===== src/rtl/fetch_queue_stage.sv =====
`default_nettype none
// +----------------------------------------------------------------------------+
// | fetch_queue_stage: PC owner and I-cache requester feeding decode from a    |
// | DEPTH-entry instruction queue; optional FETCH_PERF_EN adds perf counters.  |
// | Rev 1.0 - initial release                                                  |
// +----------------------------------------------------------------------------+
module fetch_queue_stage #(
    parameter int              XLEN     = 64,
    parameter int              DEPTH    = 4,
    parameter logic [XLEN-1:0] RESET_PC = '0
) (
    input  logic            CLK,
    input  logic            reset,
    input  logic            redirect_trap,
    input  logic [XLEN-1:0] trap_vec,
    input  logic            redirect_br,
    input  logic [XLEN-1:0] br_target,
    output logic            ic_req_valid,
    input  logic            ic_req_ready,
    output logic [XLEN-1:0] ic_req_addr,
    input  logic            ic_rsp_valid,
    input  logic [31:0]     ic_rsp_instr,
    input  logic            ic_rsp_fault,
    output logic            DE_V,
    output logic [31:0]     DE_IR,
    output logic [XLEN-1:0] DE_PC,
    output logic [XLEN-1:0] DE_NPC,
    output logic            DE_IAM,
    output logic            DE_IAF,
    input  logic            de_ready
`ifdef FETCH_PERF_EN
    ,
    output logic [31:0]     perf_fetched,
    output logic [31:0]     perf_flushed
`endif
);

    localparam int              AW      = $clog2(DEPTH);
    localparam int              CW      = AW + 1;
    localparam logic [XLEN-1:0] PC_STEP = XLEN'(4);
    localparam logic [CW-1:0]   FULL    = CW'(DEPTH);

    typedef enum logic [1:0] {
        S_RUN   = 2'd0,
        S_WAIT  = 2'd1,
        S_DRAIN = 2'd2,
        S_HALT  = 2'd3
    } state_e;

    state_e          state_q, state_d;
    logic [XLEN-1:0] pc_q, pc_d;
    logic [XLEN-1:0] req_pc_q, req_pc_d;
    logic [AW-1:0]   head_q, head_d;
    logic [AW-1:0]   tail_q, tail_d;
    logic [CW-1:0]   count_q, count_d;

    logic [XLEN-1:0] mem_pc_q  [DEPTH];
    logic [31:0]     mem_ir_q  [DEPTH];
    logic            mem_iam_q [DEPTH];
    logic            mem_iaf_q [DEPTH];

    logic            w_redirect;
    logic [XLEN-1:0] w_target;
    logic            w_misal;
    logic            w_room;
    logic            w_accept;
    logic            w_pop;
    logic            w_push;
    logic [XLEN-1:0] w_push_pc;
    logic [31:0]     w_push_ir;
    logic            w_push_iam;
    logic            w_push_iaf;

    assign w_redirect   = redirect_trap | redirect_br;
    assign w_target     = redirect_trap ? trap_vec : br_target;
    assign w_misal      = (pc_q[1:0] != 2'b00);
    assign w_room       = (count_q != FULL);
    assign ic_req_valid = !reset && (state_q == S_RUN) && !w_misal && w_room;
    assign ic_req_addr  = pc_q;
    assign w_accept     = ic_req_valid && ic_req_ready;

    assign DE_V   = (count_q != '0);
    assign DE_IR  = DE_V ? mem_ir_q[head_q]  : 32'd0;
    assign DE_PC  = DE_V ? mem_pc_q[head_q]  : '0;
    assign DE_IAM = DE_V ? mem_iam_q[head_q] : 1'b0;
    assign DE_IAF = DE_V ? mem_iaf_q[head_q] : 1'b0;
    assign DE_NPC = DE_PC + PC_STEP;
    assign w_pop  = DE_V && de_ready;

    always_comb begin
        state_d    = state_q;
        pc_d       = pc_q;
        req_pc_d   = req_pc_q;
        w_push     = 1'b0;
        w_push_pc  = pc_q;
        w_push_ir  = 32'd0;
        w_push_iam = 1'b0;
        w_push_iaf = 1'b0;

        case (state_q)
            S_RUN: begin
                if (w_misal) begin
                    if (w_room) begin
                        w_push     = 1'b1;
                        w_push_iam = 1'b1;
                        state_d    = S_HALT;
                    end
                end else if (w_accept) begin
                    req_pc_d = pc_q;
                    pc_d     = pc_q + PC_STEP;
                    state_d  = S_WAIT;
                end
            end
            S_WAIT: begin
                if (ic_rsp_valid) begin
                    w_push     = 1'b1;
                    w_push_pc  = req_pc_q;
                    w_push_ir  = ic_rsp_instr;
                    w_push_iaf = ic_rsp_fault;
                    state_d    = ic_rsp_fault ? S_HALT : S_RUN;
                end
            end
            S_DRAIN: begin
                if (ic_rsp_valid) begin
                    state_d = S_RUN;
                end
            end
            default: begin
                state_d = state_q;
            end
        endcase

        // A response landing in the redirect cycle retires the outstanding request.
        if (w_redirect) begin
            w_push = 1'b0;
            pc_d   = w_target;
            if (w_accept ||
                (((state_q == S_WAIT) || (state_q == S_DRAIN)) && !ic_rsp_valid)) begin
                state_d = S_DRAIN;
            end else begin
                state_d = S_RUN;
            end
        end
    end

    always_comb begin
        head_d  = head_q;
        tail_d  = tail_q;
        count_d = count_q;
        if (w_redirect) begin
            head_d  = '0;
            tail_d  = '0;
            count_d = '0;
        end else begin
            if (w_push) begin
                tail_d = tail_q + AW'(1);
            end
            if (w_pop) begin
                head_d = head_q + AW'(1);
            end
            case ({w_push, w_pop})
                2'b10:   count_d = count_q + CW'(1);
                2'b01:   count_d = count_q - CW'(1);
                default: count_d = count_q;
            endcase
        end
    end

    always_ff @(posedge CLK) begin
        if (reset) begin
            state_q  <= S_RUN;
            pc_q     <= RESET_PC;
            req_pc_q <= '0;
            head_q   <= '0;
            tail_q   <= '0;
            count_q  <= '0;
        end else begin
            state_q  <= state_d;
            pc_q     <= pc_d;
            req_pc_q <= req_pc_d;
            head_q   <= head_d;
            tail_q   <= tail_d;
            count_q  <= count_d;
        end
    end

    always_ff @(posedge CLK) begin
        if (w_push) begin
            mem_pc_q[tail_q]  <= w_push_pc;
            mem_ir_q[tail_q]  <= w_push_ir;
            mem_iam_q[tail_q] <= w_push_iam;
            mem_iaf_q[tail_q] <= w_push_iaf;
        end
    end

`ifdef FETCH_PERF_EN
    logic [31:0] perf_fetched_q;
    logic [31:0] perf_flushed_q;

    always_ff @(posedge CLK) begin
        if (reset) begin
            perf_fetched_q <= 32'd0;
            perf_flushed_q <= 32'd0;
        end else begin
            if (w_pop && !w_redirect) begin
                perf_fetched_q <= perf_fetched_q + 32'd1;
            end
            if (w_redirect) begin
                perf_flushed_q <= perf_flushed_q + 32'(count_q);
            end
        end
    end

    assign perf_fetched = perf_fetched_q;
    assign perf_flushed = perf_flushed_q;
`endif

endmodule
`default_nettype wire


===== config.mk =====
export PLATFORM = sky130hd
export DESIGN_NAME = fetch_queue_stage
export DESIGN_NICKNAME = d
export VERILOG_FILES = /design/src/rtl/fetch_queue_stage.sv
export SDC_FILE = /design/constraint.sdc
export NUM_CORES = 1
export LEC_CHECK = 0
export ABC_AREA = 1
export CAP_MARGIN = 0
export CORE_ASPECT_RATIO = 1.1
export CORE_MARGIN = 5
export CORE_UTILIZATION = 55
export CTS_CLUSTER_DIAMETER = 200
export DETAILED_ROUTE_END_ITERATION = 6
export PLACE_DENSITY = 0.88
export SETUP_SLACK_MARGIN = 0.5
export SYNTH_ARGS = -nofsm -noshare
export SYNTH_HDL_FRONTEND = slang
export SYNTH_SLANG_ARGS = --single-unit

===== constraint.sdc =====
create_clock -name CLK -period 8.4 [get_ports CLK]
set_input_delay 1.68 -clock CLK [delete_from_list [all_inputs] [get_ports CLK]]
set_output_delay 1.68 -clock CLK [all_outputs]
set_load 0.02 [all_outputs]

==> impl_metrics.toml, run 1 <==
[power_and_ir_drop]
p_int_mw = 4.36
sw_frac_of_total = 0.241
seq_power_share = 0.520
combPwrFrac = 0.093
p_leak_nw = 12.5
power_density_nw_per_um2 = 175
switchingPower_mw = 1.38
pwr-share-clk = 0.387
peakVddDrop_v = 0.000128
finalPower_mw = 5.74

[global_route]
use_met3 = 0.0532
grt_max_degree = 130
grt_usage = 0.300
grt_pass1_vias = 22600
grt-busiest-layer = "met2"
grt_pass1_wl_mm = 128
grt-ovfl-total = 0
grt_antenna_before_repair = 0
grt_util_met1 = 0.401
use_met2 = 0.494

[status]
outcome = "finished with violations"
violations = "DRC"

[drt]
drt-initial-drc-count = 3248
firstDrtPassIters = 7
wl_per_cell_um = 19.6
drc = 9
avgViaCountPerCell = 5.67
routed_wirelength_mm = 84.6
ant_nets = 0
num_vias = 24500

[logic_synthesis]
synthMuxAreaShare = 0
synth_common_cells = "nand2_1, nor2_1, edfxtp_1, inv_1, nand3_1"
synth_top_family_by_area = "simple AND/OR/NAND/NOR gates"
syn_area_um2 = 27100
synth_nets = 3517
yosys.area.top_type = "edfxtp_1"
synth_simple_gate_area_frac = 0.262
synth_top_area_frac = 0.435
synth_ff_type = "edfxtp_1"
seq_area_frac_synth = 0.538
synth_fa_ha_area_frac = 0.00536
yosys_warnings = 0
ys_types = 43
synth_edf_count = 392
synthXorXnorAreaFrac = 0.0139
synthTopCellsByArea = "edfxtp_1, nand2_1, dfxtp_1"
synth_compound_area_frac = 0.102
synth-seq-cells = 531
ys_async_sr_fraction = 0
yosysMostFrequentCell = "nand2_1"
synth_area_per_cell_um2 = 8.11
syn_inst = 3338

[floorplanning]
coreArea_um2 = 48800
die_x_um = 222
die_h_um = 243
die_area_um2 = 53700
initial_core_util = 0.554
rows = 85
io-pin-count = 396

[final_layout]
drive_above_1_share = 0.0469
area_growth_pct = 21.2
n_antenna_cell = 0
final_util = 0.672
seq_area_um2 = 14600
multiInputGateArea_um2 = 10500
num-fill-cells = 3775
final_nets = 3809

[critical_path]
crit_family = "buffers and inverters"
regToRegSetupSlack_ps = 5110
cp.arrival_ps = 5310
reg2reg_depth = 10
cp_num_buf_inv = 3
setup.worst_path.class = "reg2out"
r2r-end = "mem_pc_q[2][28]"
reg2reg_from = "state_q[1]"
worst_setup_path_end_kind = "output pin"
cp.required_ps = 6720
worstSetupStartpointType = "flop"
critPathSlowestCell = "dfxtp_4"
cp_slowest_stage_delay_ps = 1090
path_cells = "buf_4 > nand2_1 > nand3_1 > nand3_2 > inv_1 > ha_1 > nand2_2 > nor2_4 > nand2_1 > nor2_1 > xor2_1 > clkdlybuf4s50_1"
crit_top_cell = "nand2_1"
worst-path-max-fanout = 104

[placed_design]
io_buffers = 395
gp_congestion = 1.04
dp_hpwl_mm = 60.3

[clocking]
post_cts_resized = 0
post_cts_buffers = 0
htreeDepth = 2
cts-root-buf = "clkbuf_16"
clk_latency_ps = 600
cts.sinks = 531
cts_buffer_depth = 3
numCtsBuffers = 49
cts_tree = "done"
postCtsHoldBufs = 0
path_clk_slew_ps = 60

[min_path]
hp-start = "req_pc_q[1]"
hold_path_depth = 2
holdPathEnd = "req_pc_q[1]"
hp-class = "reg2reg"

[sta]
setup_violations = 0
finalCritPeriodShare = 0.832
drv_slew = 0
hold_viol = 0
tns_ps = 0
clock.fmax_ghz = 0.143
max_slew_margin = 0.191
rsz0062_at_grt = "false"
worst_pin_slew_ps = 1210
fin_skew_ps = 18.0
period_needed_ps = 6990

[flow_run]
cap_violations = 0
## logic make-up (layout without fill, tap and decap cells)
kind of cell    count (synthesis)  count (layout)
compound gates                532             532
xor+xnor                       43              43
fa+ha+maj                      11              11
buf+inv                       508             841
flops                         531             531
simple gates                 1713            1713
## how the worst max path moves through the flow
| stage | slack [ps] | endpoint | depth (start not counted) |
|---|---|---|---|
| after floorplan | 1180 | mem_iaf_q[0] | 7 |
| after global placement | 2260 | DE_NPC[28] | 12 |
| after detailed placement | 2110 | DE_NPC[34] | 12 |
| after CTS | 1460 | DE_NPC[34] | 12 |
| after global routing | 1180 | DE_NPC[28] | 12 |
| final | 1410 | DE_NPC[34] | 12 |
## registers in the layout, summed over array words and instances (netlist names), named ones only
signal       cells
mem_iam_q        4
ic_req_addr     64
mem_iaf_q        4
tail_q           2
head_q           2
mem_pc_q       256
req_pc_q        64
mem_ir_q       128
count_q          3
state_q          2
## layout make-up
class | instances | area share
multi-input combinational | 2299 | 0.319
clock buffer | 59 | 0.0391
tap | 652 | 0.0249
sequential | 531 | 0.444
clock inverter | 33 | 0.00965
inverter | 331 | 0.0381
timing repair buffer | 418 | 0.126
## per-stage QoR
stage	cells	instance area [um2]	setup slack (ps)	hold slack (ps)
detailed placement	4231	31200	2110	434
CTS	4323	32800	1460	444
floorplan	3338	27100	1180	419
global route	4323	32800	1180	461
finish	4323	32800	1410	448
global placement	4231	31200	2260	425
## cells in the final DEF, fill, tap and decap left out, types with 3 or more instances in the layout
cell	synthesis	final
o21ai_0	285	285
nor2_4	4	9
inv_6	1	3
bufinv_16	0	5
nand2_2	5	6
a31oi_1	14	14
ha_1	10	10
nand4_1	47	47
nor2_1	537	532
xor2_1	38	38
o22ai_1	4	4
nand3_2	5	5
dfxtp_1	139	137
clkinv_1	1	11
a22oi_1	4	4
nand3b_1	3	3
edfxtp_1	392	392
nor2_2	28	28
o21bai_1	10	10
a21oi_1	191	191
buf_4	17	23
clkinv_2	0	12
clkbuf_16	0	49
clkdlybuf4s50_1	0	394
nand3_1	291	290
o21ai_1	7	7
nand2_1	770	768
clkbuf_1	106	8
o211ai_1	9	9
a21o_1	3	3
xnor2_1	5	5
nor3_1	20	20
inv_2	16	17
inv_1	312	311
## metal layers
metal,wire [um],vias to the layer above
li1,-,11600
met1,32200,11200
met2,39700,1495
met3,9000,214
met4,3690,0
met5,0,-
## power by group through the flow
stage | Combinational (mW) | Clock (mW) | Sequential (mW)
2_1_floorplan | 0.266 | 0 | 3.03
3_3_place_gp | 0.514 | 0 | 3.03
3_5_place_dp | 0.526 | 0 | 3.04
4_1_cts | 0.530 | 2.23 | 2.98
6_report | 0.536 | 2.22 | 2.99
5_1_grt | 0.583 | 2.34 | 2.99
## worst min-delay path, cell delays in order (launching register included)
cell and delay [ps]:
dfxtp_1 300, inv_1 60, nor3_1 50
(Power assumes the default switching activity.)
==> run 2: changes to the inputs <==
--- a/config.mk
+++ b/config.mk
@@ -9,10 +9,10 @@
 export CAP_MARGIN = 0
 export CORE_ASPECT_RATIO = 1.1
 export CORE_MARGIN = 5
-export CORE_UTILIZATION = 55
+export CORE_UTILIZATION = 50
 export CTS_CLUSTER_DIAMETER = 200
 export DETAILED_ROUTE_END_ITERATION = 6
-export PLACE_DENSITY = 0.88
+export PLACE_DENSITY = 0.84
 export SETUP_SLACK_MARGIN = 0.5
 export SYNTH_ARGS = -nofsm -noshare
 export SYNTH_HDL_FRONTEND = slang
==> constraint.sdc (replaced) <==
create_clock -name CLK -period 6.29 [get_ports CLK]
set_input_delay 1.258 -clock CLK [delete_from_list [all_inputs] [get_ports CLK]]
set_output_delay 1.258 -clock CLK [all_outputs]
set_load 0.02 [all_outputs]
==> run 2 against run 1 <==
The run now ends clean. Sequential share of layout area down 0.59 points. Clock skew is 15 ps higher. Clock-buffer cell count is 6 higher. Worst hold slack lost 8.0 ps. Sequential power grew 33%. Clock power increased by 50%. Die area up 9.6%. Routed wire length is 1.6% higher. Cell area is 1.4% higher. Final cell count increased by 2.0%. Global-route usage down 2.0 points.
==> impl_metrics.toml, run 2 (synthesized netlist as in run 1, its figures left out) <==
[status]
outcome = "completed"

[critical_path]
cp.arrival_ps = 4310
worst_setup_path_end_kind = "output pin"
startpoint = "count_q[0]"
worst-path-max-fanout = 37
cp_num_buf_inv = 4
reg2reg_depth = 14
crit_family = "simple AND/OR/NAND/NOR gates"
r2r-end = "count_q[2]"
reg2reg_from = "state_q[1]"
setup.worst_path.class = "reg2out"
regToRegSetupSlack_ps = 3040
path_cells = "inv_2 > nand3b_1 > buf_4 > nand2_1 > inv_1 > ha_1 > nand2_2 > nor2_4 > nand2_1 > nor2_1 > xor2_1 > clkdlybuf4s50_1"
crit_top_cell = "nand2_1"
worstSetupStartpointType = "flop"
cp_slowest_stage_delay_ps = 640
critPathSlowestCell = "clkdlybuf4s50_1"
cp.required_ps = 5030

[final_layout]
drive_above_1_share = 0.0519
reg.largest.list = "mem_pc_q x256, mem_ir_q x128"
largest_register_ffs = 256
area_growth_pct = 22.8
final_nets = 3816
layout_common_cells = "nand2_1, nor2_1, clkdlybuf4s50_1"
final_util = 0.619
largest-register = "mem_pc_q"
final_common_cell = "nand2_1"

[power_and_ir_drop]
combPwrFrac = 0.089
p_leak_nw = 12.7
switchingPower_mw = 1.94
seq_power_share = 0.496
pwr-share-clk = 0.415
peakVddDrop_v = 0.000215
sw_frac_of_total = 0.242
p_int_mw = 6.09
power_density_nw_per_um2 = 242

[min_path]
hold_path_depth = 2
hp-start = "req_pc_q[0]"
holdPathEnd = "req_pc_q[0]"
hp-class = "reg2reg"

[global_route]
grt_max_degree = 126
grt_pass1_wl_mm = 129
grt_usage = 0.280
grt_antenna_before_repair = 1
grt_pass1_vias = 22500
grt-ovfl-total = 0

[floorplanning]
coreArea_um2 = 53700
initial_core_util = 0.504
rows = 89
die_h_um = 254
die_x_um = 232
die_area_um2 = 58900
io-pin-count = 396

[clocking]
cts_buffer_depth = 3
cts-root-buf = "clkbuf_16"
post_cts_buffers = 0
htreeDepth = 2
path_clk_slew_ps = 60
cts.sinks = 531
numCtsBuffers = 51
cts_tree = "done"
clk_latency_ps = 630

[sta]
setup_violations = 0
clock.fmax_ghz = 0.180
finalCritPeriodShare = 0.885
period_needed_ps = 5570
max_slew_margin = 0.306
hold_viol = 0
postLayoutSetupSlackWorst_ps = 722
worst_pin_slew_ps = 1030
fin_skew_ps = 33.0
rsz0062_at_grt = "false"
drv_slew = 0

[placed_design]
io_buffers = 395
post-place-ws_ps = 1320
dp_hpwl_mm = 61.1
gp_congestion = 1.08

[drt]
wl_per_cell_um = 19.5
avgViaCountPerCell = 5.54
firstDrtPassIters = 6
routed_wirelength_mm = 86.0
num_vias = 24400
ant_nets = 0
drt-initial-drc-count = 2537
drc = 0

[flow_run]
cap_violations = 0
[run 2: cell count changes in the layout (fill, tap and decap cells not counted), sizes merged]
cell      previous run  this run
diode                0         1
buf                 24        29
bufinv               5         8
clkinv              25        16
clkbuf              59        65
clkinvlp             1         3
inv                333       335
[run 2: routing by layer]
layer / vias up / global-route usage / part of all wire
met1: 11300 / 0.379 / 0.40
li1: 11600 / - / -
met5: - / 0 / 0
met3: 183 / 0.0498 / 0.096
met2: 1297 / 0.458 / 0.47
met4: 0 / 0.102 / 0.039
[run 2: power groups by stage]
stage	clock (mW)	combinational (mW)	sequential, mW
6_report	3.33	0.713	3.99
5_1_grt	3.52	0.783	3.99
4_1_cts	3.37	0.710	3.98
3_5_place_dp	0	0.704	4.06
3_3_place_gp	0	0.691	4.05
2_1_floorplan	0	0.355	4.04
[run 2: area by class of cell]
| cell class | instances | area, um2 |
|---|---|---|
| flip-flops and latches | 531 | 14600 |
| clock buffers | 65 | 1400 |
| clock inverters | 31 | 454 |
| inverters | 331 | 1250 |
| fillers | 4610 | 20400 |
| multi-input cells | 2299 | 10500 |
| well taps | 728 | 911 |
| diodes | 1 | 2.50 |
| repair buffers | 423 | 4210 |
[run 2: how the worst max path moves through the flow]
stage | endpoint | cells past startpoint
final | DE_NPC[32] | 12
after global routing | DE_NPC[34] | 12
after CTS | DE_NPC[35] | 12
after detailed placement | DE_NPC[35] | 12
after global placement | DE_NPC[35] | 12
after floorplan | mem_iaf_q[0] | 7
[run 2: timing repair]
| item | 4_1_cts | 5_1_grt |
|---|---|---|
| resized for setup | 0 | 2 |
| endpoints found under the setup margin | 0 | 16 |
| hold buffers | 0 | 0 |
[run 2: tightest hold or removal path, cell delays in order (launching register included)]
cell	delay (ps)
dfxtp_1	300
inv_1	50
nor3_1	50
[run 2: per-stage QoR]
| step | cell area [um2] | std cells | hold WS [ps] | power, mW | TNS [ps] |
|---|---|---|---|---|---|
| after floorplan | 27100 | 3338 | 419 | 4.40 | -197880 |
| after global placement | 31400 | 4312 | 428 | 4.74 | 0 |
| after detailed placement | 31400 | 4312 | 431 | 4.76 | 0 |
| after CTS | 33200 | 4408 | 441 | 8.06 | 0 |
| after global routing | 33200 | 4409 | 468 | 8.29 | 0 |
| final | 33200 | 4409 | 440 | 8.03 | 0 |
